### src/rtl/hazard_ctl.sv
// Pipeline hazard controller: load-use stalls, taken-branch flushes and mult/div EX occupancy.
// Optional stall-cycle performance counter enabled by defining HAZARD_PERF_CNT_EN.
module hazard_ctl #(
  parameter int unsigned MULDIV_CYCLES = 4
) (
  input  logic       clk,
  input  logic       reset,
  input  logic [4:0] ID_rs,
  input  logic [4:0] ID_rt,
  input  logic       ID_muldiv,
  input  logic       EX_memread,
  input  logic [4:0] EX_rt,
  input  logic       MEM_pcsrc,
  output logic       pc_write,
  output logic       ifid_write,
  output logic       ifid_flush,
  output logic       idex_write,
  output logic       idex_bubble,
  output logic       exmem_bubble,
  output logic       muldiv_busy
`ifdef HAZARD_PERF_CNT_EN
  ,
  output logic [15:0] stall_cnt
`endif
);

  typedef enum logic {
    RUN    = 1'b0,
    MULDIV = 1'b1
  } state_t;

  localparam logic [3:0] CNT_LOAD     = 4'(MULDIV_CYCLES - 1);
  localparam bit         MULDIV_MULTI = (MULDIV_CYCLES > 1);

  state_t     state, next_state;
  logic [3:0] cnt, next_cnt;
  logic       load_use;

  assign load_use = EX_memread && (EX_rt != 5'd0) &&
                    ((EX_rt == ID_rs) || (EX_rt == ID_rt));

  always_ff @(posedge clk) begin
    if (reset) begin
      state <= RUN;
      cnt   <= '0;
    end else begin
      state <= next_state;
      cnt   <= next_cnt;
    end
  end

  always_comb begin
    next_state   = state;
    next_cnt     = cnt;
    pc_write     = 1'b1;
    ifid_write   = 1'b1;
    idex_write   = 1'b1;
    ifid_flush   = 1'b0;
    idex_bubble  = 1'b0;
    exmem_bubble = 1'b0;
    muldiv_busy  = (state == MULDIV);

    if (reset) begin
      pc_write     = 1'b0;
      ifid_write   = 1'b0;
      ifid_flush   = 1'b1;
      idex_bubble  = 1'b1;
      exmem_bubble = 1'b1;
      muldiv_busy  = 1'b0;
      next_state   = RUN;
      next_cnt     = '0;
    end else if (MEM_pcsrc) begin
      // The branch is older than any mult/div in EX, so the mult/div is squashed too.
      ifid_flush   = 1'b1;
      idex_bubble  = 1'b1;
      exmem_bubble = 1'b1;
      next_state   = RUN;
      next_cnt     = '0;
    end else if (state == MULDIV) begin
      pc_write     = 1'b0;
      ifid_write   = 1'b0;
      idex_write   = 1'b0;
      exmem_bubble = 1'b1;
      next_cnt     = cnt - 4'd1;
      if (cnt <= 4'd1) begin
        next_state = RUN;
        next_cnt   = '0;
      end
    end else if (load_use) begin
      pc_write    = 1'b0;
      ifid_write  = 1'b0;
      idex_bubble = 1'b1;
    end else if (ID_muldiv && MULDIV_MULTI) begin
      next_state = MULDIV;
      next_cnt   = CNT_LOAD;
    end
  end

`ifdef HAZARD_PERF_CNT_EN
  always_ff @(posedge clk) begin
    if (reset) begin
      stall_cnt <= '0;
    end else if (!pc_write && (stall_cnt != '1)) begin
      stall_cnt <= stall_cnt + 16'd1;
    end
  end
`endif

endmodule

### config.mk
export PLATFORM = sky130hd
export DESIGN_NAME = hazard_ctl
export DESIGN_NICKNAME = d
export VERILOG_FILES = /design/src/rtl/hazard_ctl.sv
export SDC_FILE = /design/constraint.sdc
export NUM_CORES = 1
export LEC_CHECK = 0
export ABC_AREA = 0
export BUFFER_PORTS_ARGS = -buffer_cell sky130_fd_sc_hd__buf_2
export CAP_MARGIN = 5
export CORE_AREA = 3 3 40 42
export DETAILED_ROUTE_END_ITERATION = 10
export DIE_AREA = 0 0 43 45
export PLACE_DENSITY = 0.72
export SLEW_MARGIN = 15
export SYNTH_ARGS = -nofsm -noshare
export SYNTH_HDL_FRONTEND = slang
export SYNTH_SLANG_ARGS = --single-unit
### constraint.sdc
create_clock -name clk -period 1.5 [get_ports clk]
set_input_delay 0.3 -clock clk [delete_from_list [all_inputs] [get_ports clk]]
set_output_delay 0.3 -clock clk [all_outputs]
set_load 0.01 [all_outputs]
# Word-level counts from Yosys, hierarchy flattened
# Cells that the tools add are included.
# classes
add_sub_neg	1
n_lt_le_gt_ge	1
n_eq_ne	3
muxes	25
reduce_logical	7
# op_table
operator	count
$mux 1	21
$mux 4	4
$eq 5x5->1	2
$reduce_bool 5->1	1
$le 4x1->1 const B	1
$sub 4x1->4 const B	1
$logic_and 1x1->1	2
$ne 2x2->1 const B	1
$reduce_and 2->1	1
$reduce_bool 2->1	1
$reduce_or 2->1	1
$logic_or 1x1->1	1
# word_totals
reg_bits	5
in_bits	20
output_inout_bits	7
wordCells	39

# Longest topological paths before layout
# Gate-level depths: netlist of run 1.
# depth
depth_word	7
ltp_mapped	7
ltp_nobuf	7

# Least setup slack after synthesis of run 1
# No wires, ideal clock.
# synth_timing
path_kind	in2out
start	in EX_rt[1]
end	out pc_write
arrival_ps	1413
required_ps	1200
path_slack_ps	-213
path_stages	5
path_cell_list	or4_4 -> o21ai_2 -> or2_1 -> a22o_1 -> buf_4
# synth_via
elab_chain_len	7
# synth_lines
item	line_no	rtl
start: declaration	12	input logic [4:0] EX_rt,
$eq 5x5->1 / $reduce_bool 5->1 (equally long branches)	40, 39	
$logic_or 1x1->1 / $logic_and 1x1->1 (equally long branches)	40, 39	
$logic_and 1x1->1 (*)	39	assign load_use = EX_memread && (EX_rt != 5'd0) &&
$mux 1 (*) (4 in series)	n/a	
end: declaration	14	output logic pc_write,
# Every way passes the cells marked *; elsewhere a longest branch is shown, timed or not.

# Final worst setup path of run 1
# layout_timing
start	in EX_rt[2]
end	out ifid_write
# layout_via
elab_chain_len	7
# layout_lines
item	line_no	rtl
$eq 5x5->1 / $reduce_bool 5->1 (equally long branches)	40, 39	
$logic_or 1x1->1 / $logic_and 1x1->1 (equally long branches)	40, 39	
$logic_and 1x1->1 (*)	39	
$mux 1 (*)	89	end else if (load_use) begin
$mux 1 (*)	79	end else if (state == MULDIV) begin
$mux 1 (*)	72	end else if (MEM_pcsrc) begin
$mux 1 (*)	63	if (reset) begin
end: declaration	15	output logic ifid_write,
# Marked as above.

==> key figures, run 1 <==
Status
  • Outcome: complete, but fails checks
  • Failing checks: negative setup slack

Critical path
  • Critical path buffer and inverter count: 2
  • Worst-path cell chain: buf_8, or4_4, o21ai_2, or2_1, a22o_1, buf_2
  • Critical Path Fanout Max: 3
  • CP top delay family: simple AND/OR/NAND/NOR gates
  • WP data required: 1.20 ns
  • Reg2reg setup slack: 0.04 ns
  • Crit path to: ifid_write
  • Critical path depth: 6
  • End of the worst register-to-register path: cnt[0]
  • FF-to-FF path depth: 7
  • CP Launch Point: EX_rt[2]
  • CP peak stage delay: 0.52 ns
  • Worst Setup End Kind: output port
  • CP arrival: 1.49 ns
  • Worst flop-to-flop path startpoint: cnt[1]
  • CP max-delay cell: or4_4
  • Crit Path Category: in2out
  • CP startpoint kind: input port

Finish
  • Final instance area: 718.2 um^2
  • Layout cells sized above 1: 45.83%
  • Area Overhead vs Synth: 56.40%
  • Fin cells: 111
  • # diodes: 0
  • Final #Nets: 119

CTS
  • Clock-pin slew on the worst setup and hold paths: 0.04 ns
  • Clock latency on the worst-skew pair: 0.24 ns
  • Number of hold buffers added after cts: 0
  • Clock buffer depth: 2
  • CTS tree: built
  • Clk root buf: clkbuf_4
  • Num CTS Buffers: 3
  • H-Tree Depth: 1
  • CTS Sinks: 5

Synth
  • Top post-synthesis cells by area: dfxtp_1 22%, xor2_1 19%, nor2_1 5.7%
  • Synthesis-stage register bit count: 5
  • Syn Nets: 83
  • Register area share after synthesis: 21.80%
  • Synth area leader: dfxtp_1
  • Async set-reset flop share out of synthesis: 0%
  • Synthesized instance count: 61
  • Synthesized area: 459.2 um^2
  • Main synth FF type: dfxtp_1
  • Yosys top cell area share: 21.80%
  • Most common cell in the synthesized netlist: xor2_1
  • Mean cell area of the mapped netlist: 7.528 um^2
  • Synth Warn #: 0
  • Synth cell types: 27
  • Post-synth EDFFs: 0
  • Top post-synthesis cells by count: 10 x xor2_1, 7 x nor2_1, 5 x a21oi_1, 5 x dfxtp_1

Detailed routing
  • Post-route ant nets: 0
  • DR DRC count: 0
  • Routed wire length: 1152 um
  • Number of vias per cell: 4.784
  • Routed length per instance: 10.38 um
  • DRT Pass-1 Iters: 4
  • DRT iter0 DRCs: 4
  • DR vias: 531

Die
  • Overall die area: 1935 um^2
  • Initial Utilization: 35.74%
  • Core Area: 1285 um^2
  • FP Rows: 13
  • Die width: 43 um
  • I/O pins: 27
  • Vert. Die Dim: 45 um

STA
  • Count of final max-slew check failures: 0
  • Slew headroom: 78.75%
  • Setup WS post-layout: -0.2883 ns
  • Final setup fails: 7
  • Fin Setup TNS: -1.579 ns
  • WHS: 0.3370 ns
  • Final Hold Fails: 0
  • RSZ-0062 raised after global routing: true
  • Min Tclk post-route: 1.788 ns
  • Highest Clock Rate: 559.2 MHz
  • Least-Margin Pin Slew: 0.3175 ns
  • Period utilization: 119.2%
  • Clk_skew: 0.001689 ns

Placed design
  • IO Port Bufs: 26
  • Post-DP HPWL: 876.1 um
  • Pre-CTS setup slack: -0.3236 ns
  • Area post-placement: 611.8 um^2
  • Inst Count DP: 102
  • Gpl congestion: 0.7582

GRT
  • GRT Overall Usage: 12.82%
  • Number of global-route vias before repair: 529
  • Global route overflow: 0
  • Global-route wire length before repair: 1911 um
  • Largest net degree at the start of global routing: 15
  • Initial antenna violation count: 0

Power
  • P per Cell Area: 621.6 nW/um^2
  • Peak supply drop: 216.7 uV
  • Leakage: 0.0003422 uW

Min path
  • Hold Path Cell Cnt: 3
  • Hold WC Path Type: in2reg
  • Hold Crit Start: ID_muldiv

Run
  • Max_cap viols: 0
cells by family (layout without fill, tap and decap cells):
| kind of cell | after synthesis | count (layout) | synth area share [%] |
|---|---|---|---|
| and+or+nand+nor | 23 | 23 | 27.25 |
| AOI/OAI and AO/OA | 14 | 14 | 18.26 |
| xor gates and xnor gates | 10 | 10 | 19.07 |
| buffers and inverters | 6 | 41 | 5.721 |
| DFF | 5 | 5 | 21.80 |
| adders and majority gates | 2 | 2 | 5.449 |
| muxes | 1 | 1 | 2.452 |
final cells by class:
cell class / instances / area (um^2)
clock buffer: 4 / 26.28
fill: 122 / 566.8
sequential: 5 / 101.3
multi-input combinational: 50 / 355.3
inverter: 4 / 15.01
timing repair buffer: 33 / 201.4
tap: 15 / 18.77
worst reg2reg max path: stages (launching register included):
cell	delay [ns]
dfxtp_1	0.37
inv_1	0.08
ha_1	0.21
nor2_1	0.11
nor3_1	0.07
nand2b_1	0.16
mux2_2	0.26
a21oi_1	0.13
power breakdown:
part / internal (uW) / total, uW / switching, uW / leakage, uW
Combinational: 78.8 / 148 / 69.5 / 0.000286
Clock: 100 / 154 / 53.1 / 0.0000150
Sequential: 138 / 144 / 6.28 / 0.0000412
Total: 317 / 446 / 129 / 0.000342
state kept, by name (all words and copies together) (netlist names):
signal	flops
cnt	4
state	1
worst min path at each step:
| stage | slack (ns) | end |
|---|---|---|
| after global routing | 0.35 | cnt[1] |
| after detailed placement | 0.53 | cnt[1] |
| final | 0.34 | cnt[1] |
| after CTS | 0.33 | cnt[1] |
| after floorplan | 0.45 | cnt[1] |
| after global placement | 0.52 | cnt[1] |
repair_timing:
| item | CTS | global route |
|---|---|---|
| pin swaps | 4 | 7 |
| gates cloned | 0 | 0 |
| setup buffers | 5 | 0 |
| gates resized for setup | 4 | 7 |
| endpoints found under the setup margin | 3 | 8 |
metrics by stage:
step	total power [uW]	util (%)
3_5_place_dp	270.1	47.61
4_1_cts	439.3	53.55
2_1_floorplan	214.5	-
5_1_grt	475.8	55.89
3_3_place_gp	266.7	47.61
6_report	446.4	55.89
per-layer routing:
| layer | routed length, um | up-vias | track usage [%] |
|---|---|---|---|
| met5 | 0 | - | 0 |
| met4 | 0 | 0 | 5.422 |
| met3 | 80 | 0 | 1.992 |
| met2 | 659 | 19 | 26.05 |
| met1 | 411 | 234 | 12.77 |
| li1 | - | 278 | - |
cell usage in the layout, fill, tap and decap left out, types with 2 or more instances in the layout:
master / n
nand2_1: 2
nor3_1: 2
buf_4: 8
buf_2: 23
dfxtp_1: 4
clkbuf_4: 3
nor2_1: 7
a21oi_1: 5
nor3_2: 2
inv_1: 4
xor2_1: 9
ha_1: 2
nor2b_1: 2
o21ai_0: 3
Note: power is estimated with default switching activity, not from simulation.
==> inputs of run 2 (changes only) <==
CORE_AREA = 2 2 39 41   (was 3 3 40 42)
DIE_AREA = 0 0 41 43   (was 0 0 43 45)
SETUP_SLACK_MARGIN = 0.4   (was default)
==> run 2 against run 1 <==
Effect of this change:
- largest power group is now combinational logic
- largest cell class unchanged
- count of clock-buffer cells in the layout is the same
- die area fell by 8.9%
- the flow still finishes with violations (negative setup slack)
- fmax about the same
- critical path type unchanged
- critical path depth stayed put
- sequential cell count unchanged
==> key figures, run 2 (synthesized netlist as in run 1, its figures left out) <==
Status
  • Outcome: complete, but fails checks
  • Failing checks: negative setup slack

STA
  • Highest Clock Rate: 559.0 MHz
  • Slew headroom: 85.30%
  • Min Tclk post-route: 1.789 ns
  • Final setup fails: 3
  • Clk_skew: 0.003317 ns
  • RSZ-0062 raised after global routing: true
  • Period utilization: 119.3%
  • Count of final max-slew check failures: 0
  • Final Hold Fails: 0
  • Least-Margin Pin Slew: 0.2202 ns
  • Fin Setup TNS: -0.8032 ns
  • Setup WS post-layout: -0.2891 ns

CTS
  • Num CTS Buffers: 3
  • Clock buffer depth: 2
  • Clock latency on the worst-skew pair: 0.25 ns
  • H-Tree Depth: 1
  • Number of hold buffers added after cts: 0
  • Clk root buf: clkbuf_4
  • CTS Sinks: 5
  • Clock-pin slew on the worst setup and hold paths: 0.05 ns
  • CTS tree: built

Min path
  • Hold Crit Start: ID_muldiv
  • Hold WC Path Type: in2reg

Placed design
  • Area post-placement: 664.4 um^2
  • Pre-CTS setup slack: -0.3249 ns
  • Gpl congestion: 0.6821
  • Inst Count DP: 106
  • IO Port Bufs: 26

GRT
  • Largest net degree at the start of global routing: 10
  • GRT Overall Usage: 19.02%
  • Global-route wire length before repair: 2256 um
  • Global route overflow: 0
  • Initial antenna violation count: 0
  • Number of global-route vias before repair: 570

Critical path
  • WP data required: 1.20 ns
  • Crit path to: pc_write
  • CP startpoint kind: input port
  • Crit Path Category: in2out
  • CP arrival: 1.49 ns
  • CP Launch Point: EX_rt[2]
  • Worst flop-to-flop path startpoint: cnt[1]
  • Critical Path Fanout Max: 3
  • FF-to-FF path depth: 7
  • Worst Setup End Kind: output port
  • End of the worst register-to-register path: cnt[0]
  • Reg2reg setup slack: 0.20 ns

Power
  • Psw: 164.0 uW
  • Clock power share: 32.5%
  • Comb power frac: 39.8%
  • Switch share: 31.80%
  • P per Cell Area: 568.6 nW/um^2
  • Peak supply drop: 308.0 uV
  • Internal power: 351.8 uW
  • Leakage: 0.0004367 uW
  • Sequential Power Share: 27.7%

Die
  • Initial Utilization: 33.18%
  • Overall die area: 1763 um^2
  • I/O pins: 27
  • Vert. Die Dim: 43 um
  • Die width: 41 um
  • FP Rows: 14
  • Core Area: 1384 um^2

Finish
  • Layout cells sized above 1: 63.46%
  • Max reg flops: 4
  • Final instance area: 907.1 um^2
  • Register name with the most flops: cnt
  • Fin cells: 120
  • Final #Nets: 127
  • Most common cell after layout, fill and taps aside: buf_2
  • Largest regs: cnt (4), state (1)
  • Area Overhead vs Synth: 97.55%
  • Most frequent cells in the layout: 19 x buf_2, 14 x buf_4, 10 x xor2_1, 7 x buf_6, 5 x nor2_1
  • # diodes: 0

Run
  • Max_cap viols: 0

Detailed routing
  • Post-route ant nets: 0
  • Routed wire length: 1454 um
  • DRT Pass-1 Iters: 6
  • DRT iter0 DRCs: 3
  • Number of vias per cell: 4.925
  • DR DRC count: 0
  • DR vias: 591
  • Routed length per instance: 12.12 um
-- run 2: changes by cell type in the layout (fill, tap and decap cells not counted), moves of 3 or more --
| cell | delta |
|---|---|
| inv_1 | -3 |
| buf_4 | +6 |
| buf_6 | +6 |
| buf_2 | -4 |
-- run 2: power groups by stage --
| stage | clock [uW] | sequential [uW] | combinational, uW |
|---|---|---|---|
| global route | 174 | 143 | 225 |
| finish | 168 | 143 | 205 |
| global placement | 0 | 148 | 134 |
| CTS | 165 | 143 | 200 |
| detailed placement | 0 | 149 | 140 |
| floorplan | 0 | 145 | 81.6 |
-- run 2: layout make-up --
class                   count  area [um^2]
well taps                  16        20.02
inverters                   4        20.02
multi-input cells          50        437.9
flip-flops and latches      5        108.9
fillers                   111        476.7
repair buffers             41        294.0
clock buffers               4        26.28
-- run 2: critical path, cell delays in order --
cell and delay, ns:
buf_8 0.10, or4_4 0.52, o21ai_2 0.13, or2_1 0.15
a22o_1 0.15, buf_2 0.13
-- run 2: how the worst min path moves through the flow --
stage	end	slack, ns	cells past startpoint
floorplan	cnt[1]	0.44	2
global placement	cnt[1]	0.51	2
detailed placement	cnt[1]	0.52	2
CTS	cnt[1]	0.30	3
global route	cnt[1]	0.32	3
finish	cnt[1]	0.29	3
-- run 2: what timing repair did --
action / CTS / global route
gates cloned: 0 / 0
buffers inserted: 8 / 2
endpoints found under the hold margin: 0 / 0
endpoints found under the setup margin: 12 / 12
pin swaps: 11 / 14
gates resized for setup: 28 / 7
-- run 2: through the flow --
step | hold slack, ns | utilization (%) | total power [uW]
2_1_floorplan | 0.4449 | - | 226.3
3_3_place_gp | 0.5125 | 48.01 | 282.1
3_5_place_dp | 0.5168 | 48.01 | 288.3
4_1_cts | 0.3035 | 62.66 | 507.1
5_1_grt | 0.3151 | 65.55 | 542.3
6_report | 0.2906 | 65.55 | 515.8
-- run 2: metal layers --
metal	global-route usage [%]	wire length (um)	vias to the layer above
li1	-	-	298
met4	10.00	21	0
met5	0	0	-
met1	18.47	506	270
met3	1.571	51	2
met2	35.63	874	21
